### config.mk
export PLATFORM = sky130hd
export DESIGN_NAME = midi_msg_parser
export DESIGN_NICKNAME = d
export VERILOG_FILES = /design/src/rtl/midi_pkg.sv /design/src/rtl/midi_sense_timer.sv /design/src/rtl/midi_msg_parser.sv
export SDC_FILE = /design/constraint.sdc
export NUM_CORES = 1
export LEC_CHECK = 0
export ABC_AREA = 1
export BUFFER_PORTS_ARGS = -buffer_cell sky130_fd_sc_hd__buf_2
export CORE_MARGIN = 4
export CORE_UTILIZATION = 47
export DETAILED_ROUTE_END_ITERATION = 6
export PLACE_DENSITY = 0.7
export SLEW_MARGIN = 20
export SYNTH_ARGS = -nofsm -noshare
export SYNTH_HDL_FRONTEND = slang
export SYNTH_SLANG_ARGS = --single-unit
### constraint.sdc
create_clock -name CLOCK_25 -period 1.8 [get_ports CLOCK_25]
set_input_delay 0.18 -clock CLOCK_25 [delete_from_list [all_inputs] [get_ports CLOCK_25]]
set_output_delay 0.18 -clock CLOCK_25 [all_outputs]
set_load 0.02 [all_outputs]
### src/rtl/midi_pkg.sv
// Shared definitions for the MIDI channel-voice parser: status nibbles,
// parser state encoding and the default active-sensing timeout.
package midi_pkg;

    // Upper nibble of channel-voice status bytes
    localparam logic [3:0] NOTE_OFF = 4'h8;
    localparam logic [3:0] NOTE_ON  = 4'h9;
    localparam logic [3:0] POLY_AT  = 4'hA;
    localparam logic [3:0] CTRL_CHG = 4'hB;
    localparam logic [3:0] PROG_CHG = 4'hC;
    localparam logic [3:0] CHAN_AT  = 4'hD;
    localparam logic [3:0] PITCH    = 4'hE;

    // 300 ms at 25 MHz
    localparam int unsigned DEFAULT_SENSE_TIMEOUT = 7_500_000;

    typedef enum logic [1:0] {
        StNoStat,
        StD1,
        StD2
    } parse_state_e;

    // Program change and channel aftertouch carry a single data byte
    function automatic logic is_one_data_byte(input logic [3:0] nibble);
        return (nibble == PROG_CHG) || (nibble == CHAN_AT);
    endfunction

endpackage

### src/rtl/midi_sense_timer.sv
// Active-sensing watchdog: armed by 0xFE, reloaded by every received byte,
// emits a one-cycle expire pulse after TIMEOUT idle cycles, then disarms.
module midi_sense_timer import midi_pkg::*; #(
    parameter int unsigned TIMEOUT = DEFAULT_SENSE_TIMEOUT
) (
    input  logic CLOCK_25,
    input  logic reset_reg_N,
    input  logic arm,
    input  logic reload,
    input  logic disarm,
    output logic expire
);

    localparam int unsigned CntW = (TIMEOUT > 2) ? $clog2(TIMEOUT) : 1;
    // Loads TIMEOUT-1 so the registered pulse lands TIMEOUT cycles after the last strobe
    localparam logic [CntW-1:0] LoadVal = CntW'(TIMEOUT - 1);

    logic            armed_q, armed_d;
    logic [CntW-1:0] cnt_q, cnt_d;
    logic            expire_q, expire_d;

    // Next-state: disarm wins, any byte reloads, otherwise count down while armed
    always_comb begin
        armed_d  = armed_q;
        cnt_d    = cnt_q;
        expire_d = 1'b0;
        if (disarm) begin
            armed_d = 1'b0;
        end else if (reload) begin
            cnt_d = LoadVal;
            if (arm) begin
                armed_d = 1'b1;
            end
        end else if (armed_q) begin
            if (cnt_q <= CntW'(1)) begin
                expire_d = 1'b1;
                armed_d  = 1'b0;
            end else begin
                cnt_d = cnt_q - CntW'(1);
            end
        end
    end

    // State registers
    always_ff @(posedge CLOCK_25 or negedge reset_reg_N) begin
        if (!reset_reg_N) begin
            armed_q  <= 1'b0;
            cnt_q    <= '0;
            expire_q <= 1'b0;
        end else begin
            armed_q  <= armed_d;
            cnt_q    <= cnt_d;
            expire_q <= expire_d;
        end
    end

    assign expire = expire_q;

endmodule

### src/rtl/midi_msg_parser.sv
// Channel-voice MIDI message parser with running status. Realtime bytes pass
// through without disturbing a partial message. Define MIDI_ACTIVE_SENSE_EN to
// enable the active-sensing watchdog driving all_off.
module midi_msg_parser import midi_pkg::*; #(
    parameter int unsigned MIDI_CH       = 0,
    parameter bit          OMNI          = 1'b1,
    parameter int unsigned SENSE_TIMEOUT = DEFAULT_SENSE_TIMEOUT
) (
    input  logic       CLOCK_25,
    input  logic       reset_reg_N,
    input  logic [7:0] byte_in,
    input  logic       byte_valid,
    input  logic       rx_err,
    output logic [7:0] ictrl,
    output logic [7:0] ictrl_data,
    output logic [3:0] cmd_ch,
    output logic       note_on,
    output logic       note_off,
    output logic       ctrl_cmd,
    output logic       prog_cmd,
    output logic       pitch_cmd,
    output logic       all_off
);

    localparam logic [3:0] RxCh = 4'(MIDI_CH);

    parse_state_e state_q, state_d;
    logic [7:0]   status_q, status_d;
    logic [7:0]   d1_q, d1_d;
    logic [7:0]   ictrl_q, ictrl_d;
    logic [7:0]   ictrl_data_q, ictrl_data_d;
    logic [3:0]   cmd_ch_q, cmd_ch_d;
    logic         note_on_q, note_on_d;
    logic         note_off_q, note_off_d;
    logic         ctrl_q, ctrl_d;
    logic         prog_q, prog_d;
    logic         pitch_q, pitch_d;

    logic         complete;
    logic         emit;
    logic         ch_pass;
    logic [7:0]   cmp_d1, cmp_d2;

    assign ch_pass = OMNI || (status_q[3:0] == RxCh);

    // Byte classification, message assembly and command decode
    always_comb begin
        state_d      = state_q;
        status_d     = status_q;
        d1_d         = d1_q;
        ictrl_d      = ictrl_q;
        ictrl_data_d = ictrl_data_q;
        cmd_ch_d     = cmd_ch_q;
        note_on_d    = 1'b0;
        note_off_d   = 1'b0;
        ctrl_d       = 1'b0;
        prog_d       = 1'b0;
        pitch_d      = 1'b0;
        complete     = 1'b0;
        emit         = 1'b0;
        cmp_d1       = 8'h00;
        cmp_d2       = 8'h00;

        if (rx_err) begin
            // Framing error: drop any coincident byte and forget running status
            state_d  = StNoStat;
            status_d = 8'h00;
        end else if (byte_valid) begin
            if (byte_in[7]) begin
                if (byte_in < 8'hF0) begin
                    status_d = byte_in;
                    state_d  = StD1;
                end else if (byte_in < 8'hF8) begin
                    status_d = 8'h00;
                    state_d  = StNoStat;
                end
                // 0xF8..0xFF realtime: no effect on parsing
            end else begin
                case (state_q)
                    StD1: begin
                        d1_d = byte_in;
                        if (is_one_data_byte(status_q[7:4])) begin
                            complete = 1'b1;
                            cmp_d1   = byte_in;
                        end else begin
                            state_d = StD2;
                        end
                    end
                    StD2: begin
                        complete = 1'b1;
                        cmp_d1   = d1_q;
                        cmp_d2   = byte_in;
                        state_d  = StD1;
                    end
                    default: ;
                endcase
            end
        end

        if (complete && ch_pass) begin
            emit = 1'b1;
            case (status_q[7:4])
                NOTE_OFF: note_off_d = 1'b1;
                NOTE_ON: begin
                    // Velocity zero is a note-off by MIDI convention
                    if (cmp_d2 != 8'h00) note_on_d  = 1'b1;
                    else                 note_off_d = 1'b1;
                end
                CTRL_CHG: ctrl_d  = 1'b1;
                PROG_CHG: prog_d  = 1'b1;
                PITCH:    pitch_d = 1'b1;
                // Aftertouch is consumed silently
                default:  emit = 1'b0;
            endcase
            if (emit) begin
                ictrl_d      = cmp_d1;
                ictrl_data_d = cmp_d2;
                cmd_ch_d     = status_q[3:0];
            end
        end
    end

    // State and output registers
    always_ff @(posedge CLOCK_25 or negedge reset_reg_N) begin
        if (!reset_reg_N) begin
            state_q      <= StNoStat;
            status_q     <= 8'h00;
            d1_q         <= 8'h00;
            ictrl_q      <= 8'h00;
            ictrl_data_q <= 8'h00;
            cmd_ch_q     <= 4'h0;
            note_on_q    <= 1'b0;
            note_off_q   <= 1'b0;
            ctrl_q       <= 1'b0;
            prog_q       <= 1'b0;
            pitch_q      <= 1'b0;
        end else begin
            state_q      <= state_d;
            status_q     <= status_d;
            d1_q         <= d1_d;
            ictrl_q      <= ictrl_d;
            ictrl_data_q <= ictrl_data_d;
            cmd_ch_q     <= cmd_ch_d;
            note_on_q    <= note_on_d;
            note_off_q   <= note_off_d;
            ctrl_q       <= ctrl_d;
            prog_q       <= prog_d;
            pitch_q      <= pitch_d;
        end
    end

    assign ictrl      = ictrl_q;
    assign ictrl_data = ictrl_data_q;
    assign cmd_ch     = cmd_ch_q;
    assign note_on    = note_on_q;
    assign note_off   = note_off_q;
    assign ctrl_cmd   = ctrl_q;
    assign prog_cmd   = prog_q;
    assign pitch_cmd  = pitch_q;

`ifdef MIDI_ACTIVE_SENSE_EN
    logic sense_arm;
    assign sense_arm = byte_valid && !rx_err && (byte_in == 8'hFE);

    midi_sense_timer #(
        .TIMEOUT(SENSE_TIMEOUT)
    ) u_sense_timer (
        .CLOCK_25   (CLOCK_25),
        .reset_reg_N(reset_reg_N),
        .arm        (sense_arm),
        .reload     (byte_valid),
        .disarm     (rx_err),
        .expire     (all_off)
    );
`else
    logic unused_sense_cfg;
    assign unused_sense_cfg = ^SENSE_TIMEOUT;
    assign all_off = 1'b0;
`endif

endmodule

# ---- Word-level counts from Yosys, hierarchy flattened
# Cells that the tools add are included.
# W data, S select, Z words.
dict set report totals {
  reg_bits 42
  in_bits 12
  out_inout_bits 26
}
dict set report classes {
  magnitude_cmp 2
  eq_ne 10
  n_mux 40
  bitwise 2
  n_reduce_logical 11
}
# operator count
set ops {}
lappend ops {{$mux W7} 8}
lappend ops {{$mux W8} 5}
lappend ops {{$eq A4 B4 Y1 const B} 6}
lappend ops {{$mux W1} 17}
lappend ops {{$lt A8 B8 Y1 const B} 2}
lappend ops {{$pmux W7 S2} 1}
lappend ops {{$mux W2} 6}
lappend ops {{$reduce_and A4 Y1} 2}
lappend ops {{$reduce_bool A8 Y1} 1}
lappend ops {{$reduce_or A5 Y1} 1}
lappend ops {{$ne A4 B1 Y1 const B} 1}
lappend ops {{$ne A4 B4 Y1 const B} 1}
lappend ops {{$pmux W1 S2} 2}
lappend ops {{$pmux W2 S2} 1}
lappend ops {{$reduce_bool A2 Y1} 2}
lappend ops {{$reduce_bool A4 Y1} 1}
lappend ops {{$reduce_and A3 Y1} 1}
lappend ops {{$reduce_bool A3 Y1} 1}
lappend ops {{$eq A2 B1 Y1 const B} 1}
lappend ops {{$eq A2 B2 Y1 const B} 1}
lappend ops {{$not A1 Y1} 2}
lappend ops {{$reduce_and A2 Y1} 1}
lappend ops {{$logic_or A1 B1 Y1} 1}

# ---- Longest topological paths before layout
dict set report logic_depth {
  word_depth 9
  ltp_mapped 12
  ltp_nobuf 10
}

# ---- Worst setup path after synthesis
# No wires, ideal clock.
dict set report synth_path {
  kind {register -> register}
  startpoint {reg state_q[0]}
  endpoint {reg note_on_q, in the netlist note_on}
  setup_time_ns 0.118
  arrival_time_ns 1.305
  path_slack_ns 0.377
  stages_incl_launch_ff 13
  n_path_buf 2
  period_less_slack_ns 1.423
  cell_sequence {dfrtp_1 > inv_1 > ha_1 > clkbuf_2 > buf_4 > nand2_1 > inv_1 > nand3_1 > nand2_1 > nor2_1 > nand2_1 > nand2_1 > nor2_1}
}
dict set report synth_between {
  elab_chain_cells 9
  word_cells_on_any_way 14
}
# element line_no
set synth_rtl {}
lappend synth_rtl {{start, declared} midi_msg_parser.sv:27} ;# parse_state_e state_q, state_d;
lappend synth_rtl {{start signal, assigned} midi_msg_parser.sv:126} ;# state_q <= StNoStat;
lappend synth_rtl {{start signal, assigned} midi_msg_parser.sv:138} ;# state_q <= state_d;
lappend synth_rtl {{$eq A2 B2 Y1} midi_msg_parser.sv:79} ;# case (state_q)
lappend synth_rtl {{$mux W7} midi_msg_parser.sv:79}
lappend synth_rtl {{$mux W7} midi_msg_parser.sv:69} ;# if (byte_in[7]) begin
lappend synth_rtl {{$mux W7} midi_msg_parser.sv:68} ;# end else if (byte_valid) begin
lappend synth_rtl {{$mux W7} midi_msg_parser.sv:64} ;# if (rx_err) begin
lappend synth_rtl {{$reduce_bool A8 Y1} midi_msg_parser.sv:106} ;# if (cmp_d2 != 8'h00) note_on_d = 1'b1;
lappend synth_rtl {{$mux W1} midi_msg_parser.sv:106}
lappend synth_rtl {{$mux W1} midi_msg_parser.sv:102} ;# case (status_q[7:4])
lappend synth_rtl {{$mux W1 *} midi_msg_parser.sv:100} ;# if (complete && ch_pass) begin
lappend synth_rtl {{named net note_on_d} midi_msg_parser.sv:33} ;# logic note_on_q, note_on_d;
lappend synth_rtl {{end signal, assigned} midi_msg_parser.sv:144} ;# note_on_q <= note_on_d;
lappend synth_rtl {{end, declared} midi_msg_parser.sv:33}
# Mark *: on every way through the listed nets, which the timed path passes. The rest lies on a longest branch.
# A chain may end at the register's enable or synchronous reset.

# ---- Final worst setup path
dict set report layout_path {
  startpoint {reg state_q[1]}
  endpoint {reg ictrl_data_q[1], in the netlist ictrl_data[1]}
}
dict set report layout_between {
  elab_chain_cells 6
  word_cells_on_any_way 11
}
# element line_no
set layout_rtl {}
lappend layout_rtl {{$eq A2 B2 Y1 / $eq A2 B1 Y1 (equally long branches)} midi_msg_parser.sv:79}
lappend layout_rtl {{$pmux W1 S2} midi_msg_parser.sv:79}
lappend layout_rtl {{$mux W1} midi_msg_parser.sv:69}
lappend layout_rtl {{$mux W1} midi_msg_parser.sv:68}
lappend layout_rtl {{$mux W1} midi_msg_parser.sv:64}
lappend layout_rtl {{$reduce_and A2 Y1 (no source line)} -}
lappend layout_rtl {{end signal, assigned} midi_msg_parser.sv:142} ;# ictrl_data_q <= ictrl_data_d;
lappend layout_rtl {{end, declared} midi_msg_parser.sv:31} ;# logic [7:0] ictrl_data_q, ictrl_data_d;
# Several ways; a longest one is shown, not always the timed one.

==> impl_metrics.tcl <==
set metrics [dict create \
    status "finished, final reports clean" \
    cts.root.buffer_cell "sky130_fd_sc_hd__clkbuf_8" \
    yosysSeqAreaShare 0.511 \
    internal_power_mw 1.51 \
    max_clock_freq_mhz 625 \
    static_power_due_to_leakage_nw 1.29 \
    clkSinkCount 40 \
    yosysTopAreaCellShare 0.511 \
    finalWorstPathRequiredPeriod_ps 1600 \
    drt_iter0_markers 106 \
    nFillCells 385 \
    initial_utilization 0.486 \
    rsz0062_at_grt "no" \
    clk-insertion-delay-late_ps 290 \
    drive_gt1_frac 0.244 \
    ys_seq_elements 40 \
    hp-class "in -> reg" \
    pin_count_of_the_biggest_net_entering_global_routing 22 \
    hpwl_um 3100 \
    postPlaceCellArea_mm2 0.00218 \
    tritoncts "built" \
    design_area_mm2 0.00230 \
    cts.repair_timing.setup_buffer_count 0 \
    hold_violations 0 \
    routed_wl_um 4070 \
    critical_path.cell_chain "inv_1 -> ha_1 -> nand3_2 -> nand2_2 -> nand3_4 -> buf_12 -> nand2_1 -> o21ai_2" \
    setup_viols_final 0 \
    global_route.overflow_total 0 \
    seq_power_share 0.503 \
    slowest_cell_delay_on_critical_path_ps 400 \
    setup_total_negative_slack_ps 0 \
    setup.worst_path.end_class "register" \
    drv_slew 0 \
    area.growth.synth_to_final_pct 17.6 \
    p_sw_mw 0.555 \
    die_height_um 72.5 \
    count_of_mapped_cells_out_of_synthesis 236 \
    cap_viol_max_count 0 \
    cts-buffers-inserted 5 \
    design.die.area_mm2 0.00526 \
    remaining_routing_drc_violations 0 \
    place_congestion 0.883 \
    clockBufferDepth 2 \
    worst-setup-path-type "reg -> reg" \
    crit_family "simple AND/OR/NAND/NOR gates" \
    cts-htree-levels 2 \
    synth_cell_type_count 29 \
    ff_latch_area_mm2 0.00100 \
    cp_max_fo 15 \
    yosysWarnings 0 \
    global_route_wire_length_before_repair_um 7130 \
    timing.critical_path.arrival_ps 1790 \
    clock_skew_ps 4.81 \
    detail-route-antenna-nets 0 \
    final_min_period_over_clock_period 0.889 \
    final_cells 325 \
    worst_path_max_delay_cell "sky130_fd_sc_hd__dfrtp_1" \
    first_global_vias 1476 \
    dpl.cell_count 316 \
    synth_area_leaders "sky130_fd_sc_hd__dfrtp_1 (51%), sky130_fd_sc_hd__nand2_1 (17%), sky130_fd_sc_hd__o21ai_0 (5.1%)" \
    route.detailed.wl_per_inst_um 12.5 \
    width_of_the_die_um 72.5 \
    syn-mean-instance-area_um2 8.30 \
    io_pins 38 \
    grt_antenna_before_repair 0 \
    pwr_density_cell_mw_per_mm2 899 \
    cp_launch_type "register" \
    io_buffer_count 34 \
    floorplan.rows 23 \
    post_drt_via_cell_ratio 4.79 \
    synth.largest_area_cell "sky130_fd_sc_hd__dfrtp_1" \
    multi_input_area_um2 785 \
    sw_frac_of_total 0.268 \
    wp_data_required_ps 1990 \
    drt_pre_antenna_iters 4 \
    peakVddDrop_mv 0.468 \
    coreArea_mm2 0.00403 \
    final_nets 288 \
    timing.critical_path.buf_inv 2 \
    track_usage 0.176 \
    n_antenna_cell 0 \
    clockPowerShare 0.348 \
    mappedNetlistArea_mm2 0.00196 \
    combinational_power_share 0.149 \
    clk_transition_reported_paths_ps 80 \
    routed-via-count 1558 \
]
## metal layers
layer  vias up  track usage  wire, um
met4         0       0.0615        65
met2        33        0.265      1940
met3         6       0.0416       178
met1       710        0.249      1880
li1        809            -         -
met5         -            0         0
## state kept, by name, summed over array words and instances (netlist names)
register / flops
status_q: 8
d1_q: 7
cmd_ch: 4
ctrl_cmd: 1
prog_cmd: 1
note_off: 1
note_on: 1
ictrl: 7
pitch_cmd: 1
ictrl_data: 7
state_q: 2
## synthesized netlist by cell type
library cell / count
sky130_fd_sc_hd__nand3b_1: 1
sky130_fd_sc_hd__nand3_4: 1
sky130_fd_sc_hd__nor2_1: 6
sky130_fd_sc_hd__nand2_4: 1
sky130_fd_sc_hd__buf_4: 5
sky130_fd_sc_hd__clkbuf_2: 1
sky130_fd_sc_hd__dfrtp_1: 40
sky130_fd_sc_hd__buf_2: 1
sky130_fd_sc_hd__inv_2: 2
sky130_fd_sc_hd__nand3_1: 14
sky130_fd_sc_hd__clkbuf_1: 2
sky130_fd_sc_hd__conb_1: 1
sky130_fd_sc_hd__o21ai_1: 1
sky130_fd_sc_hd__nand4_1: 2
sky130_fd_sc_hd__nand3_2: 1
sky130_fd_sc_hd__buf_6: 3
sky130_fd_sc_hd__clkinv_1: 1
sky130_fd_sc_hd__o21ai_0: 20
sky130_fd_sc_hd__nand2_2: 1
sky130_fd_sc_hd__nor4_1: 1
sky130_fd_sc_hd__nor2_4: 2
sky130_fd_sc_hd__mux2_2: 1
sky130_fd_sc_hd__a21oi_1: 1
sky130_fd_sc_hd__ha_1: 2
sky130_fd_sc_hd__nand2_1: 91
sky130_fd_sc_hd__inv_1: 22
sky130_fd_sc_hd__o211ai_1: 1
sky130_fd_sc_hd__o21ai_2: 9
sky130_fd_sc_hd__nor3_1: 2
## per-stage QoR
stage | hold slack, ps | utilization | setup slack, ps | power [mW]
4_1_cts | 181 | 0.570 | 157 | 2.09
3_5_place_dp | 156 | 0.541 | 176 | 1.37
2_1_floorplan | -116 | - | 377 | 1.27
3_3_place_gp | 158 | 0.541 | 220 | 1.36
6_report | 185 | 0.571 | 199 | 2.07
5_1_grt | 184 | 0.571 | 33.5 | 2.18
## placed cells by master, fill, tap and decap left out
master / synthesis / final
sky130_fd_sc_hd__a21oi_1: 1 / 1
sky130_fd_sc_hd__buf_12: 0 / 2
sky130_fd_sc_hd__buf_2: 1 / 34
sky130_fd_sc_hd__buf_4: 5 / 4
sky130_fd_sc_hd__bufinv_16: 0 / 1
sky130_fd_sc_hd__clkbuf_1: 2 / 1
sky130_fd_sc_hd__clkbuf_8: 0 / 5
sky130_fd_sc_hd__clkinv_1: 1 / 1
sky130_fd_sc_hd__clkinv_2: 0 / 1
sky130_fd_sc_hd__conb_1: 1 / 3
sky130_fd_sc_hd__dfrtp_1: 40 / 40
sky130_fd_sc_hd__dlygate4sd3_1: 0 / 1
sky130_fd_sc_hd__ha_1: 2 / 2
sky130_fd_sc_hd__inv_1: 22 / 21
sky130_fd_sc_hd__inv_2: 2 / 2
sky130_fd_sc_hd__inv_4: 0 / 1
sky130_fd_sc_hd__mux2_2: 1 / 1
sky130_fd_sc_hd__nand2_1: 91 / 90
sky130_fd_sc_hd__nand2_2: 1 / 2
sky130_fd_sc_hd__nand2_4: 1 / 1
sky130_fd_sc_hd__nand3_1: 14 / 14
sky130_fd_sc_hd__nand3_2: 1 / 1
sky130_fd_sc_hd__nand3_4: 1 / 1
sky130_fd_sc_hd__nand3b_1: 1 / 1
sky130_fd_sc_hd__nand4_1: 2 / 2
sky130_fd_sc_hd__nor2_1: 6 / 6
sky130_fd_sc_hd__nor2_4: 2 / 2
sky130_fd_sc_hd__nor3_1: 2 / 2
sky130_fd_sc_hd__nor4_1: 1 / 1
sky130_fd_sc_hd__o211ai_1: 1 / 1
sky130_fd_sc_hd__o21ai_0: 20 / 20
sky130_fd_sc_hd__o21ai_1: 1 / 1
sky130_fd_sc_hd__o21ai_2: 9 / 9
## power groups by stage
stage / registers, mW / clock network, mW / logic [mW]
floorplan: 1.06 / 0 / 0.208
global placement: 1.06 / 0 / 0.302
detailed placement: 1.06 / 0 / 0.309
CTS: 1.04 / 0.737 / 0.311
global route: 1.05 / 0.776 / 0.355
finish: 1.04 / 0.720 / 0.308
## worst reg2reg max path: stages, from the launching register on
cell and delay (ps):
sky130_fd_sc_hd__dfrtp_1 400, sky130_fd_sc_hd__inv_1 60, sky130_fd_sc_hd__ha_1 190, sky130_fd_sc_hd__nand3_2 170
sky130_fd_sc_hd__nand2_2 140, sky130_fd_sc_hd__nand3_4 190, sky130_fd_sc_hd__buf_12 230, sky130_fd_sc_hd__nand2_1 70
sky130_fd_sc_hd__o21ai_2 50
## cell families after synthesis
| family | after synthesis | synth area share |
|---|---|---|
| mux | 1 | 0.00575 |
| compound gates | 32 | 0.100 |
| other cells | 1 | 0.00192 |
| fa+ha+maj | 2 | 0.0128 |
| buf+inv | 37 | 0.0933 |
| flops | 40 | 0.511 |
| simple gates | 123 | 0.275 |
## cell type report
type,count,area share
repair buffers,41,0.109
well taps,50,0.0272
clock inverters,2,0.0152
flip-flops and latches,40,0.435
multi-input cells,161,0.341
inverters,25,0.0418
clock buffers,6,0.0315
## worst paths after layout
check | cells past startpoint | startpoint | slack, ps | end
worst max-delay path | 8 | state_q[1] | 200 | ictrl_data[1]
worst min-delay path | 3 | byte_in[2] | 190 | d1_q[2]
worst max register to register | 8 | state_q[1] | 200 | ictrl_data[1]
worst min register to register | 2 | status_q[0] | 470 | cmd_ch[0]
max in group asynchronous | 3 | reset_reg_N | 970 | d1_q[0]
min in group asynchronous | 2 | reset_reg_N | 360 | cmd_ch[2]
## repair_timing
| item | CTS | global route |
|---|---|---|
| hold endpoints to repair | 19 | 0 |
| gates resized for setup | 0 | 3 |
| hold buffers | 1 | 0 |
| setup endpoints to repair | 0 | 10 |
(Power assumes the default switching activity.)
